`src/rtl/dial_decoder.sv`:
```
// Safe-dial puzzle decoder: consumes rotation words one per handshake and counts
// how often the 0..99 dial ends on 0 (part1) and how many clicks land on 0 (part2).
module dial_decoder (
    input  logic        clk,
    input  logic        rst,
    input  logic        start_i,
    input  logic [15:0] total_num_turns_i,
    input  logic [15:0] data_i,
    input  logic        valid_i,
    output logic        ready_o,
    output logic [15:0] part1_o,
    output logic [31:0] part2_o,
    output logic [6:0]  pos_o,
    output logic        done_o,
    output logic [1:0]  state_o
);

    typedef enum logic [1:0] {
        S_IDLE   = 2'd0,
        S_ACCEPT = 2'd1,
        S_STEP   = 2'd2,
        S_DONE   = 2'd3
    } state_t;

    state_t      state;
    logic [15:0] remaining;
    logic [14:0] rem;
    logic        dir;

    // Final-step result: only meaningful once rem < 100, so rem[6:0] holds all of it.
    logic [7:0]  step_sum;
    logic [6:0]  step_pos;
    logic        step_hit;

    always_comb begin
        step_sum = 8'd0;
        step_pos = pos_o;
        step_hit = 1'b0;
        if (!dir) begin
            step_sum = {1'b0, pos_o} + {1'b0, rem[6:0]};
            if (step_sum >= 8'd100) begin
                step_sum = step_sum - 8'd100;
                step_hit = 1'b1;
            end
        end else begin
            if (rem[6:0] <= pos_o)
                step_sum = {1'b0, pos_o} - {1'b0, rem[6:0]};
            else
                step_sum = {1'b0, pos_o} + 8'd100 - {1'b0, rem[6:0]};
            step_hit = (rem[6:0] != 7'd0) && (pos_o != 7'd0) && (rem[6:0] >= pos_o);
        end
        step_pos = step_sum[6:0];
    end

    // Handshake: a rotation is taken on a rising edge where valid_i && ready_o;
    // ready_o is decoded from the registered state only, never from valid_i.
    assign ready_o = (state == S_ACCEPT);
    assign done_o  = (state == S_DONE);
    assign state_o = state;

    always_ff @(posedge clk or posedge rst) begin
        if (rst) begin
            state     <= S_IDLE;
            pos_o     <= 7'd50;
            part1_o   <= 16'd0;
            part2_o   <= 32'd0;
            remaining <= 16'd0;
            rem       <= 15'd0;
            dir       <= 1'b0;
        end else if (start_i) begin
            pos_o     <= 7'd50;
            part1_o   <= 16'd0;
            part2_o   <= 32'd0;
            remaining <= total_num_turns_i;
            state     <= (total_num_turns_i != 16'd0) ? S_ACCEPT : S_DONE;
        end else begin
            case (state)
                S_ACCEPT: begin
                    if (valid_i) begin
                        dir   <= data_i[15];
                        rem   <= data_i[14:0];
                        state <= S_STEP;
                    end
                end
                S_STEP: begin
                    // Whole revolutions are retired one per cycle before the final partial move.
                    if (rem >= 15'd100) begin
                        rem     <= rem - 15'd100;
                        part2_o <= part2_o + 32'd1;
                    end else begin
                        pos_o     <= step_pos;
                        rem       <= 15'd0;
                        remaining <= remaining - 16'd1;
                        if (step_hit)
                            part2_o <= part2_o + 32'd1;
                        if (step_pos == 7'd0)
                            part1_o <= part1_o + 16'd1;
                        state <= (remaining == 16'd1) ? S_DONE : S_ACCEPT;
                    end
                end
                default: state <= state;
            endcase
        end
    end

endmodule

```
`config.mk`:
```
export PLATFORM = sky130hd
export DESIGN_NAME = dial_decoder
export DESIGN_NICKNAME = d
export VERILOG_FILES = /design/src/rtl/dial_decoder.sv
export SDC_FILE = /design/constraint.sdc
export NUM_CORES = 1
export LEC_CHECK = 0
export ABC_AREA = 1
export ABC_CLOCK_PERIOD_IN_PS = 3580
export CAP_MARGIN = 20
export CORE_ASPECT_RATIO = 1.25
export CORE_MARGIN = 2
export CORE_UTILIZATION = 56
export CTS_CLUSTER_DIAMETER = 100
export DETAILED_ROUTE_END_ITERATION = 12
export GPL_TIMING_DRIVEN = 0
export PLACE_DENSITY = 0.94
export SYNTH_ARGS = -nofsm -noshare
export SYNTH_HDL_FRONTEND = slang
export SYNTH_SLANG_ARGS = --single-unit
```
`constraint.sdc`:
```
create_clock -name clk -period 3.58 [get_ports clk]
set_input_delay 0.716 -clock clk [delete_from_list [all_inputs] [get_ports clk]]
set_output_delay 0.716 -clock clk [all_outputs]
set_load 0.01 [all_outputs]
```
Word level (Yosys, flattened, before mapping) --
Cells that the tools add are included.
Storage, ports and cells: register bits after elaboration 89, bits in read-only memories 0, bits of input ports 36, bits in latches 0, output and inout bits 59, memories kept 0, word-level logic and storage cells 74, RAM bits 0
Cells by class: reduce and logical (&&, ||, !) cells 17, eq/ne operators 8, shifts and indexed selects 0, divide/modulo/power cells 0, magnitude comparators 4, add/sub/neg operators 9, mux-type cells 28, $mul 0, bitwise operators 1
Operator list (number):
- $mux W32 | 4
- $mux W16 | 7
- $mux W7 | 6
- $add A32 B1 Y32 const B | 1
- $mux W15 | 2
- $pmux W15 S2 | 1
- $add A16 B1 Y16 const B | 1
- $eq A16 B1 Y1 const B | 1
- $reduce_bool A16 Y1 | 1
- $sub A16 B1 Y16 const B | 1
- $ge A15 B7 Y1 const B | 1
- $sub A15 B7 Y15 const B | 1
- $reduce_bool A7 Y1 | 2
- $sub A7 B7 Y7 | 2
- $reduce_and A3 Y1 | 4
- $mux W2 | 5
- $add A7 B7 Y8 | 1
- $ge A8 B7 Y1 const B | 1
- $add A7 B7 Y7 const B | 1
- $ge A7 B7 Y1 | 1
- $le A7 B7 Y1 | 1
- $logic_not A7 Y1 | 1
- $sub A7 B7 Y7 const B | 1
- $ne A3 B3 Y1 const B | 2
- other kinds (10) | 18

Depth between registers and ports, before layout --
depth after elaboration 9, mapped depth 23, depth with buffers taken out 21

Least setup slack after synthesis --
OpenSTA, ideal clock, no wires.
path type register -> register, start register pos_o[1], end register part1_o[15], setup time 117 ps, required time 3463 ps, stages on the path, launching flop included 21, data arrival time 2690 ps, buffers on the path 1, period minus slack after synthesis 2807 ps, setup slack 773 ps, cells stage by stage dfstp_2 ha_1 inv_1 nand2_1 nand2_1 nand2_1 xor2_2 ha_1 nand3_1 nand4_2 nand3_4 nand2_4 nand2_1 nand2_1 nand2_1 nand2_2 nor2_4 nand3_4 buf_2 nand3_1 nand2_1
On the way: word-level cells in the longest chain between the ends 7, elaborated cells between the ends (all ways) 13, classes of those cells add/sub (5); order compare (2); mux (3); reduce/logical (3)
Ends and longest elaborated chain:
- from (decl) | line 13 | output logic [6:0] pos_o,
- from (signal assigned) | line 91 | pos_o <= step_pos;
- $add A7 B7 Y8 or $add A7 B7 Y7 (tied branches) | line 40, 49
- $sub A7 B7 Y7, or another cell as far along | line 42 | step_sum = step_sum - 8'd100;
- $mux W7 (on tied branches) | line 41, 46
- $mux W7 * | line 39 | if (!dir) begin
- $logic_not A7 Y1 * | line 96 | if (step_pos == 7'd0)
- $reduce_bool A2 Y1 (no line) *
- $reduce_and A3 Y1 (no line) *
- to (signal assigned) | line 97 | part1_o <= part1_o + 16'd1;
- to (decl) | line 11 | output logic [15:0] part1_o,
Every way passes the cells marked *; elsewhere a longest branch is shown, timed or not. A chain may end at the register's enable or synchronous reset.

Final worst setup path --
start register pos_o[1], end register part2_o[14]
On the way: word-level cells in the longest chain between the ends 6, elaborated cells between the ends (all ways) 10, classes of those cells add/sub (1); order compare (2); mux (2); reduce/logical (5)
Ends and longest elaborated chain:
- $add A7 B7 Y8 or $reduce_bool A7 Y1 (tied branches) | line 40, 50
- $ge A8 B7 Y1 or $logic_and A1 B1 Y1 (tied branches) | line 41, 50
- $mux W1 or $logic_and A1 B1 Y1 (tied branches) | line 41, 50
- $mux W1 * | line 39
- $reduce_bool A3 Y1 (no line) *
- $reduce_and A2 Y1 (no line) *
- to (signal assigned) | line 89 | part2_o <= part2_o + 32'd1;
- to (signal assigned) | line 95 | part2_o <= part2_o + 32'd1;
- to (decl) | line 12 | output logic [31:0] part2_o,
Marks and branches as above.

==> flow_metrics.tcl <==
set metrics [dict create \
    timing.slew.headroom 0.529 \
    die_w_um 102 \
    antenna_found_initial 0 \
    hold_depth 2 \
    startpoint "pos_o[1]$_DFFE_PP1P_" \
    dp.cells 1157 \
    p_seq_frac 0.264 \
    p_comb_frac 0.534 \
    yosys_warnings 0 \
    clk_path_buf_depth 2 \
    holdCritStartpoint "remaining[5]$_DFFE_PP0P_" \
    power_w 0.00487 \
    p_int_w 0.00264 \
    period_share 0.918 \
    core-area_um2 11700 \
    dr.first_iter.drc_count 465 \
    post-place-ws_ns 0.347 \
    numCtsBuffers 9 \
    grt_pass1_vias 6319 \
    vias 6594 \
    cts_resized 0 \
    nets 1080 \
    drive_gt1_frac 0.0870 \
    power.density_nw_per_um2 595 \
    hold_violations 0 \
    worst-setup-path-type "flip-flop to flip-flop" \
    num_antenna_cells 0 \
    io_pins 95 \
    firstDrtPassIters 5 \
    yosysMostFrequentCell "nand2_1" \
    wl_met1_mm 7.58 \
    crit_arrival_ns 3.50 \
    fin_cells 1173 \
    cts_setup_buffers 0 \
    p_leak_nw 3.46 \
    rows 44 \
    async_flop_share 1.00 \
    grt_pass1_wl_mm 30.4 \
    start_util 0.575 \
    synthCells 901 \
    numPortBuffers 94 \
    dr_wl_met2_mm 9.35 \
    cts.sinks 89 \
    cp_max_fo 10 \
    rsz0062_at_grt "false" \
    syn_area_per_cell_um2 7.45 \
    grt_overflow_total 0 \
    grt_max_degree 46 \
    setup_viol 0 \
    tightest_slew_ns 0.702 \
    via_per_inst 5.62 \
    status "completed" \
    fin_crit_ns 3.29 \
    wl_per_cell_um 15.8 \
    gr-usage-all-layers 0.297 \
    worstHoldPathType "flip-flop to flip-flop" \
    synth_edf_count 0 \
    die_h_um 126 \
    skew_ns 0.0105 \
    topRoutingLayerUsed "met4" \
    reg2reg_from "pos_o[1]$_DFFE_PP1P_" \
    worst_slack_ns 0.294 \
    insertion_delay_ns 0.35 \
    seq_area_frac_synth 0.332 \
    fin_util 0.702 \
    postRouteAntennaNets 0 \
    synth_nets 974 \
    dp.final_hpwl_mm 14.1 \
    ir_worst_vdd_mv 0.385 \
    fmax_ghz 0.304 \
    synth_area_leader_cell "dfrtp_1" \
    synth.top_cell.area_share 0.321 \
    startpoint_type "flip-flop" \
    synth.area.top_cells "dfrtp_1 32%, nand2_1 11%, nor2_1 6.0%, ha_1 6.0%, inv_1 4.8%" \
    syn_area_um2 6710 \
    p_switching_w 0.00223 \
    root_buffer "clkbuf_16" \
    tritoncts "built" \
    cp-end-kind "flip-flop" \
    path_clk_slew_ns 0.07 \
    drc_errors 0 \
    drv_cap 0 \
    drv_slew 0 \
    met3_length_mm 1.10 \
    ctsHoldBuffers 0 \
    reg2regPathDepth 15 \
    globalplace.congestion 0.967 \
    h-tree-depth 3 \
    crit_required_ns 3.79 \
    yosys.cell_types.count 55 \
    ys_ff_latch 89 \
    netlist_top_cells_count "204 x nand2_1, 108 x nor2_1, 86 x dfrtp_1" \
    switching_share 0.458 \
    p_clk_frac 0.202 \
    syn2layout_area_growth_pct 22.0 \
    synthFlopType "dfrtp_1" \
    routed_wl_mm 18.5 \
    dieArea_um2 12900 \
]
## worst paths after layout
path	end	slack (ns)
worst max-delay path	part2_o[14]$_DFFE_PP0P_	0.29
worst min-delay path	remaining[5]$_DFFE_PP0P_	0.51
worst max register to register	part2_o[14]$_DFFE_PP0P_	0.29
worst min register to register	remaining[5]$_DFFE_PP0P_	0.51
max in group asynchronous	pos_o[5]$_DFFE_PP1P_	2.12
min in group asynchronous	part1_o[6]$_DFFE_PP0P_	0.79
## logic make-up after synthesis
family,after synthesis,synth area share
AND/OR/NAND/NOR,472,0.323
AO/OA/AOI/OAI,127,0.124
buffers and inverters,125,0.0774
flip-flops,89,0.332
XOR/XNOR,51,0.0688
adder cells (fa/ha/maj),37,0.0746
## metal layers
metal | track usage | vias up
met5 | 0 | -
met3 | 0.0397 | 45
met4 | 0.102 | 0
met1 | 0.379 | 3079
met2 | 0.513 | 271
li1 | - | 3199
## worst max-delay path, cell delays in order (launching register included)
cell	delay, ns
dfstp_2	0.65
ha_1	0.31
inv_1	0.07
nand2_1	0.05
nand2_1	0.14
nand2_1	0.11
xor2_2	0.25
ha_1	0.27
nand4_2	0.14
nand3_4	0.14
nand2_4	0.09
nand2_1	0.07
nand4_1	0.09
nand2_1	0.17
clkbuf_1	0.44
o31ai_1	0.14
## per-stage QoR
stage	hold slack, ns	area [µm²]	setup TNS, ns
2_1_floorplan	0.469	6710	0
3_3_place_gp	0.488	7860	-70.08
3_5_place_dp	0.504	7890	0
4_1_cts	0.521	8190	0
5_1_grt	0.551	8190	0
6_report	0.510	8190	0
## power groups by stage
stage | logic (W) | registers, W | clock network (W)
after global routing | 0.00288 | 0.00131 | 0.00103
after global placement | 0.00250 | 0.00130 | 0
after detailed placement | 0.00256 | 0.00130 | 0
after CTS | 0.00258 | 0.00129 | 0.000988
after floorplan | 0.00196 | 0.00128 | 0
final | 0.00260 | 0.00129 | 0.000983
## layout by cell type, fill, tap and decap left out, types with 3 or more instances in the layout
cell	count
nand2_2	21
nand3_1	63
a21oi_1	26
nor4_1	12
buf_1	4
inv_1	84
dfstp_2	3
buf_2	4
nand3_2	4
clkinvlp_4	3
o22ai_1	11
nor2_4	3
xnor2_1	23
nand2_4	5
a21o_1	3
o31ai_1	27
inv_2	8
dfrtp_1	86
xor2_1	26
a31oi_1	5
o211ai_1	5
clkbuf_16	9
a22oi_1	6
fa_1	5
buf_4	3
clkbuf_1	15
nand2_1	204
clkdlybuf4s50_1	94
ha_1	32
nor3b_1	6
nor3_1	21
o21ai_1	7
nand4_1	14
nor2_1	108
o21ai_0	20
## layout make-up
class / count / area [µm²]
plain buffers: 29 / 156
clock buffers: 10 / 239
clock inverters: 6 / 66.3
fillers: 962 / 3480
inverters: 96 / 365
multi-input cells: 687 / 3960
flip-flops and latches: 89 / 2230
well taps: 161 / 201
repair buffers: 95 / 968
## flip-flops by register name, summed over array words and instances, names as in the netlist
name,cells
dir,1
part2_o,32
part1_o,16
state_o,2
remaining,16
pos_o,7
rem,15
Power figures use the tool's default switching activity.
